## src/rtl/sc_scbc_regsel_pkg.sv

```systemverilog
// Shared types and address decode for the SCBC register-bus slave selector.
package sc_scbc_regsel_pkg;

  localparam int unsigned MAX_SLV = 16;
  localparam int unsigned MAX_AW  = 64;
  localparam int unsigned IDX_W   = 4;
  localparam int unsigned DATA_W  = 32;

  typedef enum logic [1:0] {
    CH_IDLE = 2'd0,
    CH_WAIT = 2'd1,
    CH_DONE = 2'd2
  } ch_state_e;

  typedef struct packed {
    logic             hit;
    logic [IDX_W-1:0] idx;
  } dec_t;

  // Tables are widened to MAX_SLV x MAX_AW; empty slots carry a base that can never match.
  // Scanning downward lets the lowest matching index overwrite the result last.
  function automatic dec_t slv_decode(input logic [MAX_AW-1:0]         addr,
                                      input logic [MAX_SLV*MAX_AW-1:0] base,
                                      input logic [MAX_SLV*MAX_AW-1:0] mask);
    dec_t r;
    r = '0;
    for (int i = int'(MAX_SLV) - 1; i >= 0; i--) begin
      if ((addr & mask[i*MAX_AW +: MAX_AW]) == base[i*MAX_AW +: MAX_AW]) begin
        r.hit = 1'b1;
        r.idx = IDX_W'(i);
      end
    end
    return r;
  endfunction

endpackage

```

## src/rtl/sc_scbc_regsel_chan.sv

```systemverilog
// One request channel: zero-wait select for synchronous slaves, req/ack with timeout otherwise.
module sc_scbc_regsel_chan
  import sc_scbc_regsel_pkg::*;
#(
  parameter int unsigned        NUM_SLV    = 4,
  parameter logic [NUM_SLV-1:0] ASYNC_MASK = '0,
  parameter int unsigned        TIMEOUT    = 255
) (
  input  logic                      clk,
  input  logic                      rst_n,
  input  logic                      req,
  input  logic                      hit,
  input  logic [IDX_W-1:0]          idx,
  input  logic [NUM_SLV-1:0]        ack,
  input  logic [NUM_SLV*DATA_W-1:0] slv_rdat,
  output logic [NUM_SLV-1:0]        sel_c,
  output logic [NUM_SLV-1:0]        slv_req,
  output logic                      wat_c,
  output logic                      err_c,
  output logic [DATA_W-1:0]         rdat_c
);

  localparam int unsigned CNT_W = (TIMEOUT > 0) ? $clog2(TIMEOUT + 1) : 1;

  ch_state_e           state_q, state_d;
  logic [IDX_W-1:0]    idx_q;
  logic [CNT_W-1:0]    cnt_q;
  logic                err_q;
  logic [DATA_W-1:0]   rdat_q;
  logic [NUM_SLV-1:0]  req_q;

  logic [NUM_SLV-1:0]  dec_oh, lat_oh;
  logic                hit_async;
  logic [DATA_W-1:0]   dec_data, lat_data;
  logic                ack_sel;
  logic                tmo;

  // One-hot and data muxes for the live decode and for the latched slave
  always_comb begin
    dec_oh    = '0;
    lat_oh    = '0;
    hit_async = 1'b0;
    dec_data  = '0;
    lat_data  = '0;
    for (int unsigned i = 0; i < NUM_SLV; i++) begin
      if (idx == IDX_W'(i)) begin
        dec_oh[i] = 1'b1;
        hit_async = ASYNC_MASK[i];
        dec_data  = slv_rdat[i*DATA_W +: DATA_W];
      end
      if (idx_q == IDX_W'(i)) begin
        lat_oh[i] = 1'b1;
        lat_data  = slv_rdat[i*DATA_W +: DATA_W];
      end
    end
    ack_sel = |(ack & lat_oh);
    tmo     = (TIMEOUT != 0) && (cnt_q == CNT_W'(TIMEOUT - 1));
  end

  always_ff @(posedge clk or negedge rst_n) begin
    if (!rst_n) state_q <= CH_IDLE;
    else        state_q <= state_d;
  end

  always_comb begin
    state_d = state_q;
    case (state_q)
      CH_IDLE: if (req && hit && hit_async) state_d = CH_WAIT;
      CH_WAIT: if (ack_sel || tmo)          state_d = CH_DONE;
      CH_DONE:                              state_d = CH_IDLE;
      default:                              state_d = CH_IDLE;
    endcase
  end

  always_comb begin
    sel_c  = '0;
    wat_c  = 1'b0;
    err_c  = 1'b0;
    rdat_c = '0;
    case (state_q)
      CH_IDLE: begin
        if (req) begin
          if (!hit) begin
            err_c = 1'b1;
          end else if (hit_async) begin
            wat_c = 1'b1;
          end else begin
            sel_c  = dec_oh;
            rdat_c = dec_data;
          end
        end
      end
      CH_WAIT: wat_c = 1'b1;
      CH_DONE: begin
        err_c  = err_q;
        rdat_c = rdat_q;
      end
      default: ;
    endcase
  end

  // Handshake datapath: latched slave, wait counter, completion status
  always_ff @(posedge clk or negedge rst_n) begin
    if (!rst_n) begin
      idx_q  <= '0;
      cnt_q  <= '0;
      err_q  <= 1'b0;
      rdat_q <= '0;
      req_q  <= '0;
    end else begin
      if (state_d == CH_WAIT) req_q <= (state_q == CH_IDLE) ? dec_oh : lat_oh;
      else                    req_q <= '0;
      if (state_q == CH_IDLE && state_d == CH_WAIT) begin
        idx_q <= idx;
        cnt_q <= '0;
      end else if (state_q == CH_WAIT) begin
        if (ack_sel) begin
          err_q  <= 1'b0;
          rdat_q <= lat_data;
        end else if (tmo) begin
          err_q  <= 1'b1;
          rdat_q <= '0;
        end else begin
          cnt_q <= cnt_q + CNT_W'(1);
        end
      end
    end
  end

  assign slv_req = req_q;

endmodule

```

## src/rtl/sc_scbc_regsel.sv

```systemverilog
// Register-bus slave selector: decodes write and read accesses onto a base/mask slave table.
module sc_scbc_regsel
  import sc_scbc_regsel_pkg::*;
#(
  parameter int unsigned                     ADDR_WIDTH = 32,
  parameter int unsigned                     NUM_SLV    = 4,
  parameter logic [NUM_SLV*ADDR_WIDTH-1:0]   SLV_BASE   = {NUM_SLV{ADDR_WIDTH'(0)}},
  parameter logic [NUM_SLV*ADDR_WIDTH-1:0]   SLV_MASK   = {NUM_SLV{ADDR_WIDTH'(32'hFFFF_F000)}},
  parameter logic [NUM_SLV-1:0]              ASYNC_MASK = '0,
  parameter int unsigned                     TIMEOUT    = 255
) (
  input  logic                      SYSCLK,
  input  logic                      SYSRSTB,
  input  logic [ADDR_WIDTH-1:0]     REG_WADR,
  input  logic [3:0]                REG_WENB,
  input  logic [DATA_W-1:0]         REG_WDAT,
  output logic                      REG_WWAT,
  output logic                      REG_WERR,
  input  logic [ADDR_WIDTH-1:0]     REG_RADR,
  input  logic                      REG_RENB,
  output logic [DATA_W-1:0]         REG_RDAT,
  output logic                      REG_RWAT,
  output logic                      REG_RERR,
  output logic [NUM_SLV-1:0]        S_WSEL,
  output logic [NUM_SLV-1:0]        S_WREQ,
  input  logic [NUM_SLV-1:0]        S_WACK,
  output logic [ADDR_WIDTH-1:0]     S_WADR,
  output logic [DATA_W-1:0]         S_WDAT,
  output logic [3:0]                S_WENB,
  output logic [NUM_SLV-1:0]        S_RSEL,
  output logic [NUM_SLV-1:0]        S_RREQ,
  input  logic [NUM_SLV-1:0]        S_RACK,
  output logic [ADDR_WIDTH-1:0]     S_RADR,
  input  logic [NUM_SLV*DATA_W-1:0] S_RDAT
);

  // Widen the slave table to the decoder's fixed geometry
  function automatic logic [MAX_SLV*MAX_AW-1:0] ext_tbl(input logic [NUM_SLV*ADDR_WIDTH-1:0] t,
                                                        input logic fill);
    logic [MAX_SLV*MAX_AW-1:0] r;
    r = fill ? '1 : '0;
    for (int unsigned i = 0; i < NUM_SLV; i++) begin
      r[i*MAX_AW +: MAX_AW] = MAX_AW'(t[i*ADDR_WIDTH +: ADDR_WIDTH]);
    end
    return r;
  endfunction

  localparam logic [MAX_SLV*MAX_AW-1:0] BASE_EXT = ext_tbl(SLV_BASE, 1'b1);
  localparam logic [MAX_SLV*MAX_AW-1:0] MASK_EXT = ext_tbl(SLV_MASK, 1'b0);

  dec_t                      wdec, rdec;
  logic [NUM_SLV*DATA_W-1:0] wr_rdat_zero;
  logic [DATA_W-1:0]         wr_rdat_unused;

  assign wdec         = slv_decode(MAX_AW'(REG_WADR), BASE_EXT, MASK_EXT);
  assign rdec         = slv_decode(MAX_AW'(REG_RADR), BASE_EXT, MASK_EXT);
  assign wr_rdat_zero = '0;

  assign S_WADR = REG_WADR;
  assign S_WDAT = REG_WDAT;
  assign S_WENB = REG_WENB;
  assign S_RADR = REG_RADR;

  sc_scbc_regsel_chan #(
    .NUM_SLV    (NUM_SLV),
    .ASYNC_MASK (ASYNC_MASK),
    .TIMEOUT    (TIMEOUT)
  ) u_wr_chan (
    .clk      (SYSCLK),
    .rst_n    (SYSRSTB),
    .req      (|REG_WENB),
    .hit      (wdec.hit),
    .idx      (wdec.idx),
    .ack      (S_WACK),
    .slv_rdat (wr_rdat_zero),
    .sel_c    (S_WSEL),
    .slv_req  (S_WREQ),
    .wat_c    (REG_WWAT),
    .err_c    (REG_WERR),
    .rdat_c   (wr_rdat_unused)
  );

  sc_scbc_regsel_chan #(
    .NUM_SLV    (NUM_SLV),
    .ASYNC_MASK (ASYNC_MASK),
    .TIMEOUT    (TIMEOUT)
  ) u_rd_chan (
    .clk      (SYSCLK),
    .rst_n    (SYSRSTB),
    .req      (REG_RENB),
    .hit      (rdec.hit),
    .idx      (rdec.idx),
    .ack      (S_RACK),
    .slv_rdat (S_RDAT),
    .sel_c    (S_RSEL),
    .slv_req  (S_RREQ),
    .wat_c    (REG_RWAT),
    .err_c    (REG_RERR),
    .rdat_c   (REG_RDAT)
  );

endmodule

```

## config.mk

```make
export PLATFORM = sky130hd
export DESIGN_NAME = sc_scbc_regsel
export DESIGN_NICKNAME = d
export VERILOG_FILES = /design/src/rtl/sc_scbc_regsel_pkg.sv /design/src/rtl/sc_scbc_regsel_chan.sv /design/src/rtl/sc_scbc_regsel.sv
export SDC_FILE = /design/constraint.sdc
export NUM_CORES = 1
export LEC_CHECK = 0
export ABC_AREA = 1
export BUFFER_PORTS_ARGS = -buffer_cell sky130_fd_sc_hd__clkbuf_2
export CORE_AREA = 10 10 143 145
export DETAILED_ROUTE_END_ITERATION = 10
export DIE_AREA = 0 0 153 155
export PLACE_DENSITY = 0.53
export SYNTH_ARGS = -nofsm -noshare
export SYNTH_HDL_FRONTEND = slang
export SYNTH_SLANG_ARGS = --single-unit
```

## constraint.sdc

```tcl
create_clock -name SYSCLK -period 1.5 [get_ports SYSCLK]
set_input_delay 0.075 -clock SYSCLK [delete_from_list [all_inputs] [get_ports SYSCLK]]
set_output_delay 0.075 -clock SYSCLK [all_outputs]
set_load 0.05 [all_outputs]
```

**After elaboration in Yosys (flattened, before gate mapping)**

Index checks and enable logic that the tools add are counted.
W data, S select, Z words.

- Register bits after elaboration: 70
- Word-level logic and storage cells: 129

- $add $sub $neg: 2
- Equal/unequal tests: 24
- Multiplexer cells: 65
- Reduce and logical (&&, ||, !) cells: 23
- Bitwise logic cells: 4

Operator list:

| operator | number |
|---|---|
| $mux W32 | 12 |
| $logic_not A64 Y1 | 2 |
| $mux W8 | 8 |
| $pmux W32 S2 | 1 |
| $mux W4 | 10 |
| $eq A4 B2 Y1 const B | 8 |
| $mux W1 | 26 |
| $add A8 B1 Y8 const B | 2 |
| $eq A4 B1 Y1 const B | 4 |
| $eq A8 B8 Y1 const B | 2 |
| $logic_not A4 Y1 | 4 |
| $reduce_and A3 Y1 | 4 |
| $reduce_or A4 Y1 | 3 |
| $mux W5 | 2 |
| $and A4 B4 Y4 | 2 |
| $eq A2 B1 Y1 const B | 4 |
| $ne A2 B2 Y1 const B | 4 |
| $pmux W2 S2 | 2 |
| $reduce_bool A2 Y1 | 4 |
| $eq A2 B2 Y1 const B | 2 |
| $logic_not A2 Y1 | 2 |
| $mux W2 | 2 |
| $pmux W1 S2 | 2 |
| $logic_and A1 B1 Y1 | 2 |
| 2 further kinds | 4 |

**Depth between registers and ports, before layout**

- Depth in word-level cells: 11
- Mapped depth: 8
- Gate-level depth less buffers: 7

**Modules after synthesis**

A second synthesis with hierarchy kept.

- Cells, all modules: 1852
- Area, all modules: 10371.2 sq um

By module, submodules not included:

| module | times used | sequential area each (sq um) | cells an instance | area each (sq um) |
|---|---|---|---|---|
| sc_scbc_regsel_chan (u_rd_chan) | 1 | 1276.2 | 855 | 4735.8 |
| sc_scbc_regsel_chan (u_wr_chan) | 1 | 1276.2 | 859 | 4727.0 |
| sc_scbc_regsel | 1 | 0.0 | 138 | 908.4 |

**Least setup slack after synthesis**

Ideal clock, no wire load.

- Kind: register -> register
- From: reg u_wr_chan.state_q[1]
- To: reg u_wr_chan.cnt_q[2]
- Stages on the path, launching flop included: 6
- Library setup time: 0.122 ns
- Required time: 1.378 ns
- Data arrival time: 1.694 ns
- Path slack: -0.316 ns
- Buffers on the path: 1
- Cells stage by stage: dfrtp_1 > nor2_1 > nand3_2 > buf_6 > nand2_1 > o21ai_2

- Longest elaborated chain between the ends: 6
- Elaborated cells on any way between the ends: 11
- Those cells by class: 4 x eq/ne; 3 x mux; 4 x reduce/logical

Ends and longest elaborated chain:

| item | RTL line | source |
|---|---|---|
| start, declared | sc_scbc_regsel_chan.sv:25 | `ch_state_e state_q, state_d;` |
| start signal, assigned | sc_scbc_regsel_chan.sv:62 | `else state_q <= state_d;` |
| $eq A2 B1 Y1 (tied with other cells) | sc_scbc_regsel_chan.sv:67, sc_scbc_regsel_chan.sv:116 |  |
| $pmux W2 S2 | sc_scbc_regsel_chan.sv:67 | `case (state_q)` |
| $eq A2 B1 Y1 | sc_scbc_regsel_chan.sv:113 | `if (state_q == CH_IDLE && state_d == CH_WAIT) begin` |
| $logic_and A1 B1 Y1 | sc_scbc_regsel_chan.sv:113 |  |
| $ne A2 B2 Y1 (no line) / $reduce_bool A2 Y1 (equally long branches) | n/a |  |
| $reduce_and A3 Y1 (no line) | n/a |  |
| end signal, assigned | sc_scbc_regsel_chan.sv:124 | `cnt_q <= cnt_q + CNT_W'(1);` |
| end, declared | sc_scbc_regsel_chan.sv:27 | `logic [CNT_W-1:0] cnt_q;` |

Parallel ways exist; a longest one is shown, timed or not.
A chain may end at the register's enable or synchronous reset.

**Final worst setup path**

- From: reg u_rd_chan.state_q[1]
- To: out REG_RDAT[1]

- Longest elaborated chain between the ends: 2
- Elaborated cells on any way between the ends: 3
- Those cells by class: 1 x eq/ne; 1 x mux; 1 x reduce/logical

Ends and longest elaborated chain:

| item | RTL line | source |
|---|---|---|
| start, declared | sc_scbc_regsel_chan.sv:25 |  |
| start signal, assigned | sc_scbc_regsel_chan.sv:62 |  |
| $eq A2 B2 Y1 / $logic_not A2 Y1 (equally long branches) | sc_scbc_regsel_chan.sv:80 | `case (state_q)` |
| $pmux W32 S2 * | sc_scbc_regsel_chan.sv:80 |  |
| end, declared | sc_scbc_regsel.sv:21 | `output logic [DATA_W-1:0] REG_RDAT,` |

Mark *: on every way between the ends. The rest lies on a longest branch, timed or not.

==> out/results.ini <==
[status]
status=finished with violations
failed_checks=negative setup slack

[place]
io_buffers=164
dp_hpwl_mm=11.0
gp_congestion=0.791
pre_cts_ws_ns=-0.0254

[floorplan]
ios=391
core.rowCount=49
die_w_um=153
die-area_um2=23700
fp.dieH_um=155
core_area_um2=17700
start_util_pct=22.5

[clock_tree]
cts.clk_slew.worst_paths_ns=0.07
cts-htree-levels=2
cts_tree=built
clock-sinks=56
cts.path.max_buffers=2
insertion_delay_ns=0.30
numCtsBuffers=5
cts_root_buf=clkbuf_16

[synth]
yosysTopAreaCell=dfrtp_1
synth_area_leaders=dfrtp_1 35%, buf_4 22%, nand2_1 16%
ys.flop_type=dfrtp_1
netlist_instances=535
syn_area_um2=3970
avgSynthCellArea_um2=7.43
yosysMostFrequentCell=nand2_1
ys_types=27
synth_top_cells_by_count=174 x nand2_1, 115 x buf_4, 72 x nand3_1
async_flop_share_pct=100
synth_edf_count=0
synth.top_cell.area_share_pct=35.3
ys_ff_latch=56
ys_seq_area_share_pct=35.3
yosys_warnings=0

[cells_and_area]
areaGrowthSynthToFinish_pct=44.9
drive_above_1_share_pct=47.3
diodes=0
nNetsFinal=866
final_core_util_pct=32.6

[worst_setup_path]
timing.rr.start=u_rd_chan.state_q[1]
arrival_ns=1.58
r2r-end=u_rd_chan.cnt_q[0]
worstSetupPathType=flop to output port
reg2reg_depth=5
required_ns=1.42
critPathLaunch=u_rd_chan.state_q[1]
r2r_slack_ns=0.10
critPathLaunchType=flop
worst-path-max-fanout=5
endpoint_kind=output port
crit_end=REG_RDAT[1]

[grt]
grt_antenna_before_repair=1
grt_max_degree=57
grt_usage_pct=11.2
grt_pass1_wl_mm=21.1
overflow=0
grt_pass1_vias=3597

[drt]
wirelength_mm=14.6
wire_per_inst_um=17.2
drt_iter0_markers=157
via_per_inst=4.24
drc_errors=0
drt.antenna.violating_nets=0
drtPass1Iterations=4
routed-via-count=3613

[power_and_ir_drop]
vdd_drop_max_mv=0.418
p_leak_nw=3.01
powerDensity_nw_per_um2=612

[timing]
skew_ns=0.00462
final-max-slew-violation-count=0
rsz0062_at_grt=true
fmax_mhz=604
fin_crit_sh_pct=110
fin_crit_ns=1.66
hold_violations=0
finalSetupViolCount=34
fin_ws_ns=-0.156

[worst_hold_path]
hold_class=primary input to flop

[run]
max-cap-violations=0

## cell usage in the layout (no fill, tap or decap), types with 3 or more instances in the layout
cell type and count:
dfrtp_1 56, conb_1 12, nand3_1 54, xor2_1 6, o21ai_2 6, nor2_2 5, ha_1 4, nor2_4 4
inv_1 13, nand2_2 30, xnor2_1 6, clkbuf_2 128, nand2_4 16, buf_12 47, nand2_1 132, nor2_1 28
nand4_1 3, buf_6 5, buf_4 13, o21ai_0 6, clkbuf_16 9, nand3_2 16, nand3_4 5
## sequential cells by signal, summed over array words and instances (netlist names)
register,count
u_wr_chan.err_q,1
u_rd_chan.cnt_q,8
u_rd_chan.slv_req,1
u_rd_chan.state_q,2
u_rd_chan.rdat_q,32
u_wr_chan.state_q,2
u_wr_chan.cnt_q,8
u_rd_chan.err_q,1
u_wr_chan.slv_req,1
## critical path, stage by stage, from the launching register on
cell	delay, ns
dfrtp_1	0.41
nor2_2	0.13
nand2_2	0.08
clkinv_4	0.10
buf_12	0.12
clkbuf_16	0.15
nand3_2	0.07
nand2_2	0.09
buf_12	0.13
## cell families after synthesis
logic type      count (synthesis)  synth area share, %
other cells                     1               0.0944
flops                          56                 35.3
compound gates                 17                 2.83
simple gates                  296                 31.8
fa+ha+maj                       4                 1.26
xor+xnor                       12                 2.64
buf+inv                       149                 26.1
## layer usage
| metal | vias to the layer above | GRT usage (%) | routed length (µm) |
|---|---|---|---|
| li1 | 1742 | - | - |
| met1 | 1643 | 11.5 | 5070 |
| met2 | 184 | 17.5 | 6710 |
| met3 | 42 | 8.05 | 2340 |
| met4 | 2 | 4.13 | 492 |
| met5 | - | 0 | 12 |
## through the flow
step / setup TNS, ns / cells / power (mW) / instance area, µm² / hold slack (ns)
6_report: -3.28 / 853 / 3.52 / 5760 / 0.0167
5_1_grt: -5.46 / 853 / 3.65 / 5760 / 0.0288
4_1_cts: -3.61 / 846 / 3.54 / 5390 / 0.0146
3_5_place_dp: -0.114 / 827 / 2.15 / 4930 / 0.108
3_3_place_gp: -0.156 / 827 / 2.15 / 4930 / 0.113
2_1_floorplan: 0 / 546 / 2.40 / 4030 / -0.221
## power by group
group | internal (mW) | switching [mW]
clock | 0.788 | 0.554
combinational | 0.180 | 0.495
sequential | 1.51 | 0
total | 2.48 | 1.05
## cell type report
class	count	area, µm²
Fill cell	1858	11900
Multi-Input combinational cell	341	1930
Timing Repair Buffer	203	1910
Sequential cell	56	1400
Tap cell	229	287
Clock buffer	6	129
Inverter	16	65.1
Clock inverter	2	35.0
## worst min-delay path by stage
stage | start | to | depth (start not counted)
floorplan | SYSRSTB | u_rd_chan.cnt_q[0] | 0
global placement | SYSRSTB | u_rd_chan.rdat_q[1] | 2
detailed placement | SYSRSTB | u_rd_chan.rdat_q[3] | 2
CTS | S_RDAT[14] | u_rd_chan.rdat_q[14] | 3
global route | S_RDAT[16] | u_rd_chan.rdat_q[16] | 3
finish | S_RDAT[14] | u_rd_chan.rdat_q[14] | 3
## what timing repair did
item	4_1_cts	5_1_grt
gates resized for setup	54	57
setup buffers	7	4
cloned	2	5
endpoints found under the setup margin	36	45
pin swaps	9	38
endpoints found under the hold margin	57	0
hold buffers	2	0
No activity file was read; power rests on OpenSTA's default activity.
